[config.mk]
export PLATFORM = sky130hd
export DESIGN_NAME = dnn_pcie_host_driver_flat
export DESIGN_NICKNAME = d
export VERILOG_FILES = /design/src/rtl/dnn_pcie_host_driver_if.sv /design/src/rtl/dnn_pcie_host_driver.sv /design/src/flat_wrapper.sv
export SDC_FILE = /design/constraint.sdc
export NUM_CORES = 2
export LEC_CHECK = 0
export CORE_MARGIN = 2
export CORE_UTILIZATION = 45
export CTS_BUF_LIST = sky130_fd_sc_hd__clkbuf_4 sky130_fd_sc_hd__clkbuf_8 sky130_fd_sc_hd__clkbuf_16
export DETAILED_ROUTE_END_ITERATION = 10
export HOLD_SLACK_MARGIN = 0.03
export PLACE_DENSITY_LB_ADDON = 0.15
export SLEW_MARGIN = 15
export SYNTH_ARGS = -nofsm -noshare
export SYNTH_HDL_FRONTEND = slang
export SYNTH_SLANG_ARGS = --single-unit
[constraint.sdc]
create_clock -name clk -period 5.2 [get_ports clk]
set_input_delay 1.56 -clock clk [delete_from_list [all_inputs] [get_ports clk]]
set_output_delay 1.56 -clock clk [all_outputs]
set_load 0.1 [all_outputs]
[src/rtl/dnn_pcie_host_driver_if.sv]
// Slot link between the DNN host driver and the accelerator PCIe slot.
// master: host driver (tx beats out, rx grant out); slave: accelerator side.
interface dnn_pcie_host_driver_if #(
   parameter int PKT_DATA_W = 128
);
   logic                  tx_valid;
   logic [PKT_DATA_W-1:0] tx_data;
   logic                  tx_last;
   logic                  tx_full;
   logic                  rx_valid;
   logic [PKT_DATA_W-1:0] rx_data;
   logic                  rx_last;
   logic                  rx_grant;

   modport master (
      output tx_valid, tx_data, tx_last, rx_grant,
      input  tx_full, rx_valid, rx_data, rx_last
   );

   modport slave (
      input  tx_valid, tx_data, tx_last, rx_grant,
      output tx_full, rx_valid, rx_data, rx_last
   );
endinterface

[src/rtl/dnn_pcie_host_driver.sv]
// Host driver: streams a programming image to the accelerator slot, then
// checks the result stream and reports run latency and error flags.
// Ports: clk, reset (sync, active-high); cfg_we/cfg_idx/cfg_data image load;
// go start; busy, done pulse, latency, err[3:0]; slot = slot link (master).
// Optional: `DNN_HOST_TIMEOUT_EN adds a WAIT_RESP watchdog (TIMEOUT_CYCLES).
module dnn_pcie_host_driver #(
   parameter int NUM_PROG_PKTS  = 4,
   parameter int NUM_RESP_PKTS  = 5,
   parameter int PKT_DATA_W     = 128,
   parameter int TIMEOUT_CYCLES = 2**20,
   localparam int IDX_W =
      (NUM_PROG_PKTS > 1) ? $clog2(NUM_PROG_PKTS) : 1,
   localparam int CNT_W =
      (NUM_RESP_PKTS > 1) ? $clog2(NUM_RESP_PKTS) : 1
) (
   input  logic                  clk,
   input  logic                  reset,
   input  logic                  cfg_we,
   input  logic [IDX_W-1:0]      cfg_idx,
   input  logic [PKT_DATA_W-1:0] cfg_data,
   input  logic                  go,
   output logic                  busy,
   output logic                  done,
   output logic [63:0]           latency,
   output logic [3:0]            err,
   dnn_pcie_host_driver_if.master slot
);

   typedef enum logic [1:0] {
      IDLE,
      SEND,
      WAIT_RESP,
      DONE
   } state_t;

   state_t state, state_n;

   logic [PKT_DATA_W-1:0] cfg [NUM_PROG_PKTS];
   // Image snapshot taken at go, so a same-cycle cfg write
   // only affects later runs.
   logic [PKT_DATA_W-1:0] img [NUM_PROG_PKTS];

   logic [IDX_W-1:0] tx_idx;
   logic [CNT_W-1:0] rx_cnt;
   logic [63:0]      start_q;

   logic        tx_fire;
   logic        rx_acc;
   logic        last_tx;
   logic        last_rx;
   logic        to_hit;
   logic [63:0] rx_start;
   logic [63:0] rx_end;

   assign last_tx  = (tx_idx == IDX_W'(NUM_PROG_PKTS - 1));
   assign last_rx  = (rx_cnt == CNT_W'(NUM_RESP_PKTS - 1));
   assign rx_start = slot.rx_data[63:0];
   assign rx_end   = slot.rx_data[127:64];

`ifdef DNN_HOST_TIMEOUT_EN
   logic [31:0] wd;

   assign to_hit = (state == WAIT_RESP) && !slot.rx_valid &&
                   (wd == 32'(TIMEOUT_CYCLES - 1));
`else
   wire unused_timeout = TIMEOUT_CYCLES[0];

   assign to_hit = 1'b0;
`endif

   always_ff @(posedge clk) begin
      if (reset) state <= IDLE;
      else       state <= state_n;
   end

   always_comb begin
      state_n       = state;
      busy          = 1'b0;
      done          = 1'b0;
      tx_fire       = 1'b0;
      rx_acc        = 1'b0;
      slot.tx_valid = 1'b0;
      slot.tx_data  = '0;
      slot.tx_last  = 1'b0;
      slot.rx_grant = 1'b0;
      unique case (state)
         IDLE: begin
            // Stray beats are drained so the slot never wedges.
            slot.rx_grant = slot.rx_valid;
            if (go) state_n = SEND;
         end
         SEND: begin
            busy          = 1'b1;
            tx_fire       = !slot.tx_full;
            slot.tx_valid = tx_fire;
            slot.tx_data  = img[tx_idx];
            slot.tx_last  = last_tx;
            if (tx_fire && last_tx) state_n = WAIT_RESP;
         end
         WAIT_RESP: begin
            busy          = 1'b1;
            slot.rx_grant = slot.rx_valid;
            rx_acc        = slot.rx_valid;
            if (rx_acc && (last_rx || slot.rx_last))
               state_n = DONE;
            else if (to_hit)
               state_n = DONE;
         end
         DONE: begin
            done    = 1'b1;
            state_n = IDLE;
         end
         default: state_n = IDLE;
      endcase
   end

   always_ff @(posedge clk) begin
      if (reset) begin
         cfg     <= '{default: '0};
         img     <= '{default: '0};
         tx_idx  <= '0;
         rx_cnt  <= '0;
         start_q <= '0;
         latency <= '0;
         err     <= '0;
`ifdef DNN_HOST_TIMEOUT_EN
         wd      <= '0;
`endif
      end else begin
         if (state == IDLE) begin
            if (cfg_we && (32'(cfg_idx) < NUM_PROG_PKTS))
               cfg[cfg_idx] <= cfg_data;
            if (go) begin
               img    <= cfg;
               tx_idx <= '0;
               rx_cnt <= '0;
               err    <= {slot.rx_valid, 3'b000};
`ifdef DNN_HOST_TIMEOUT_EN
               wd     <= '0;
`endif
            end else if (slot.rx_valid) begin
               err[3] <= 1'b1;
            end
         end

         if (tx_fire) tx_idx <= tx_idx + 1'b1;

         if (rx_acc) begin
            rx_cnt <= rx_cnt + 1'b1;
            if (rx_cnt == '0)
               start_q <= rx_start;
            else if (rx_start != start_q)
               err[2] <= 1'b1;
            unique case (1'b1)
               last_rx && slot.rx_last:
                  latency <= rx_end - rx_start;
               last_rx && !slot.rx_last:
                  err[1] <= 1'b1;
               !last_rx && slot.rx_last:
                  err[0] <= 1'b1;
               default: ;
            endcase
         end

`ifdef DNN_HOST_TIMEOUT_EN
         if (state == WAIT_RESP) begin
            if (rx_acc) wd <= '0;
            else        wd <= wd + 32'd1;
            if (to_hit) err[3] <= 1'b1;
         end
`endif
      end
   end

endmodule

[src/flat_wrapper.sv]
// flat-port wrapper written by rule: the top's interface ports become plain ports
module dnn_pcie_host_driver_flat 
#(
   parameter int NUM_PROG_PKTS  = 4,
   parameter int NUM_RESP_PKTS  = 5,
   parameter int PKT_DATA_W     = 128,
   parameter int TIMEOUT_CYCLES = 2**20,
   localparam int IDX_W =
      (NUM_PROG_PKTS > 1) ? $clog2(NUM_PROG_PKTS) : 1,
   localparam int CNT_W =
      (NUM_RESP_PKTS > 1) ? $clog2(NUM_RESP_PKTS) : 1
)
  (clk, reset, cfg_we, cfg_idx, cfg_data, go, busy, done, latency, err, slot_tx_valid, slot_tx_data, slot_tx_last, slot_rx_grant, slot_tx_full, slot_rx_valid, slot_rx_data, slot_rx_last);
  dnn_pcie_host_driver_if #(.PKT_DATA_W(PKT_DATA_W)) slot_i ();
  input  logic clk;
  input  logic reset;
  input  logic cfg_we;
  input  logic [IDX_W-1:0] cfg_idx;
  input  logic [PKT_DATA_W-1:0] cfg_data;
  input  logic go;
  output logic busy;
  output logic done;
  output logic [63:0] latency;
  output logic [3:0] err;
  output wire logic [$bits(slot_i.tx_valid)-1:0] slot_tx_valid;
  output wire logic [$bits(slot_i.tx_data)-1:0] slot_tx_data;
  output wire logic [$bits(slot_i.tx_last)-1:0] slot_tx_last;
  output wire logic [$bits(slot_i.rx_grant)-1:0] slot_rx_grant;
  input wire logic [$bits(slot_i.tx_full)-1:0] slot_tx_full;
  input wire logic [$bits(slot_i.rx_valid)-1:0] slot_rx_valid;
  input wire logic [$bits(slot_i.rx_data)-1:0] slot_rx_data;
  input wire logic [$bits(slot_i.rx_last)-1:0] slot_rx_last;
  assign slot_tx_valid = slot_i.tx_valid;
  assign slot_tx_data = slot_i.tx_data;
  assign slot_tx_last = slot_i.tx_last;
  assign slot_rx_grant = slot_i.rx_grant;
  assign slot_i.tx_full = slot_tx_full;
  assign slot_i.rx_valid = slot_rx_valid;
  assign slot_i.rx_data = slot_rx_data;
  assign slot_i.rx_last = slot_rx_last;
  dnn_pcie_host_driver #(.NUM_PROG_PKTS(NUM_PROG_PKTS), .NUM_RESP_PKTS(NUM_RESP_PKTS), .PKT_DATA_W(PKT_DATA_W), .TIMEOUT_CYCLES(TIMEOUT_CYCLES)) u_core (.clk(clk), .reset(reset), .cfg_we(cfg_we), .cfg_idx(cfg_idx), .cfg_data(cfg_data), .go(go), .busy(busy), .done(done), .latency(latency), .err(err), .slot(slot_i));
endmodule
==> impl_metrics.yaml <==
logic_synthesis:
  synth.avg_cell_area_sq_um: 7.95
  synth-edff-count: 0
  ys_warn_count: 0
  yosys-top-cells-area: "dfxtp_1 48%, nand2_1 18%, a21oi_1 13%"
  yosys.area.top_type: "dfxtp_1"
  synth_cells: 6055
  synth_flop_cell: "dfxtp_1"
  ys_ff_latch: 1163
  syn_nets: 6391
  yosysMostFrequentCell: "nand2_1"
  ys_seq_area_frac: 0.483
  synthArstFlopShare: 0
  synth_top_area_share: 0.483
  ys_top_cells_by_count: "2323 x nand2_1, 1203 x a21oi_1, 1163 x dfxtp_1"
  synth.distinct_cells: 77
  netlist_area_sq_um: 48200
clock_network:
  postCtsSetupRepairBufs: 0
  htreeDepth: 3
  cts_root_buf: "clkbuf_16"
  cts.sinks: 1163
  holdBufCountCts: 0
  cts_buffers: 120
  clock_latency_ps: 710
  clk_pin_slew_ps: 60
  tritoncts: "yes"
  ctsResizeCount: 0
  clock_path_buffers: 3
outcome:
  status: "finished clean"
drt:
  dr.pass1.iters: 6
  wirelength_um: 150000
  num_vias: 42000
  drt_drc_violations_left: 0
  drtAntennaViolNets: 0
  initialDrtViolationCount: 3480
  wl_per_cell_um: 19.2
  via_per_inst: 5.38
cells_and_area:
  fin_util: 0.545
  syn2layout_area_growth_pct: 20.7
  nNetsFinal: 6638
  layout-drive-gt1-share: 0.0963
floorplanning:
  dieHeight_um: 331
  io_pins: 466
  dieArea_sq_um: 110000
  initial_core_util: 0.452
  core_area_sq_um: 107000
  rows: 120
  fp.dieW_um: 331
setup_path:
  crit_required_ps: 3640
  crit_path_max_fanout: 28
  crit_arrival_ps: 3390
  cp-start-kind: "flip-flop"
  critPathCaptureType: "output pin"
  rrSetupSlack_ps: 2540
  critical_path_class: "reg2out"
timing:
  final_max_slew_viol_count: 0
  hold_viol: 0
  skew_ps: 9.89
  whs_ps: 443
  rsz0062_at_grt: "false"
  slew_headroom: 0.217
  timing.fmax_ghz: 0.202
  setup_tns_ps: 0
  tightest_slew_ps: 1170
  min_period_ps: 4950
  min_period_over_period: 0.952
  setup_viol: 0
global_routing:
  grt_max_degree: 198
  overflow: 0
  track_usage: 0.264
  grt_pass1_vias: 38500
  grt_antenna_before_repair: 19
  grt_pass1_wl_um: 228000
pwr:
  power_density_nw_per_um2: 395
  peakVddDrop_mv: 0.302
  leakage_nw: 20.2
run:
  max-cap-violations: 0
place:
  gp_routability_congestion: 0.925
  port_buffers: 465
  hpwl_um: 92800
min_path:
  min_path_type: "reg2reg"
-- registers in the layout, summed over array words and instances (netlist names) --
register        cells
u_core.img        512
u_core.rx_cnt       3
u_core.latency     64
u_core.cfg        512
u_core.state        2
u_core.err          4
u_core.start_q     64
u_core.tx_idx       2
-- metal layers --
layer / vias up / GRT usage / wire [um]
li1: 20500 / - / -
met3: 256 / 0.0477 / 9510
met1: 20100 / 0.367 / 66700
met2: 1127 / 0.413 / 68000
met4: 24 / 0.0927 / 5250
met5: - / 0 / 168
-- power by group --
group          internal (mW)  switching, mW  leakage, nW
registers               9.35          0.256         9.40
clock network           5.35           3.58         2.11
logic                   1.32           3.08         8.67
-- stage by stage --
| stage | instance area, sq um | power [mW] | setup slack, ps | cells |
|---|---|---|---|---|
| after CTS | 58100 | 23.1 | 167 | 7803 |
| after detailed placement | 53900 | 14.2 | 15.5 | 7583 |
| final | 58100 | 22.9 | 248 | 7812 |
| after global routing | 58100 | 23.9 | 118 | 7808 |
| after global placement | 53900 | 14.2 | 147 | 7583 |
| after floorplan | 48200 | 12.4 | 651 | 6055 |
-- worst paths after layout --
kind                                                     from                              end  depth (start not counted)
worst min-delay path             u_core.cfg[412]$_SDFFE_PP0P_     u_core.img[412]$_SDFFE_PP0P_                          2
worst min register to register   u_core.cfg[412]$_SDFFE_PP0P_     u_core.img[412]$_SDFFE_PP0P_                          2
worst max register to register   u_core.state[0]$_SDFFE_PP0P_  u_core.latency[54]$_SDFFE_PP0P_                          9
worst max-delay path            u_core.tx_idx[0]$_SDFFE_PP0P_                 slot_tx_data[70]                          4
-- placed cells by master, fill, tap and decap left out, drive strengths merged, types with 7 or more instances in the layout --
cell type,instances
xor2,30
buf,227
a21oi,1205
nand3,18
bufinv,7
nor2,65
nor3,21
inv,90
ha,70
and2,135
a211oi,10
xnor2,90
a21o,28
o21ai,56
nor4,7
clkinv,20
clkbuf,191
diode,9
o21bai,11
a31oi,8
and3,9
nand4,32
o21a,10
nand2b,10
nand2,2324
mux4,128
dfxtp,1163
clkdlybuf4s50,344
-- area by class of cell --
type | instances | area (sq um)
Fill cell | 10100 | 48500
Sequential cell | 1163 | 23300
Multi-Input combinational cell | 4357 | 22900
Timing Repair Buffer | 571 | 5620
Clock buffer | 191 | 3820
Tap cell | 1403 | 1760
Clock inverter | 29 | 345
Inverter | 89 | 334
Antenna cell | 9 | 22.5
-- worst max-delay path, stage by stage, from the launching register on --
cell and delay (ps):
dfxtp_4 860, buf_4 660, mux4_2 660, and2_1 190
buf_4 230
-- cell families (layout without fill, tap and decap cells) --
kind of cell / count (synthesis) / count (layout) / synth area share
compound gates: 1383 / 1383 / 0.153
xor+xnor: 120 / 120 / 0.0218
flops: 1163 / 1163 / 0.483
buf+inv: 535 / 880 / 0.0421
simple gates: 2651 / 2651 / 0.220
mux: 132 / 132 / 0.0607
other cells: 0 / 9 / 0
fa+ha+maj: 71 / 71 / 0.0186
Power figures use the tool's default switching activity.
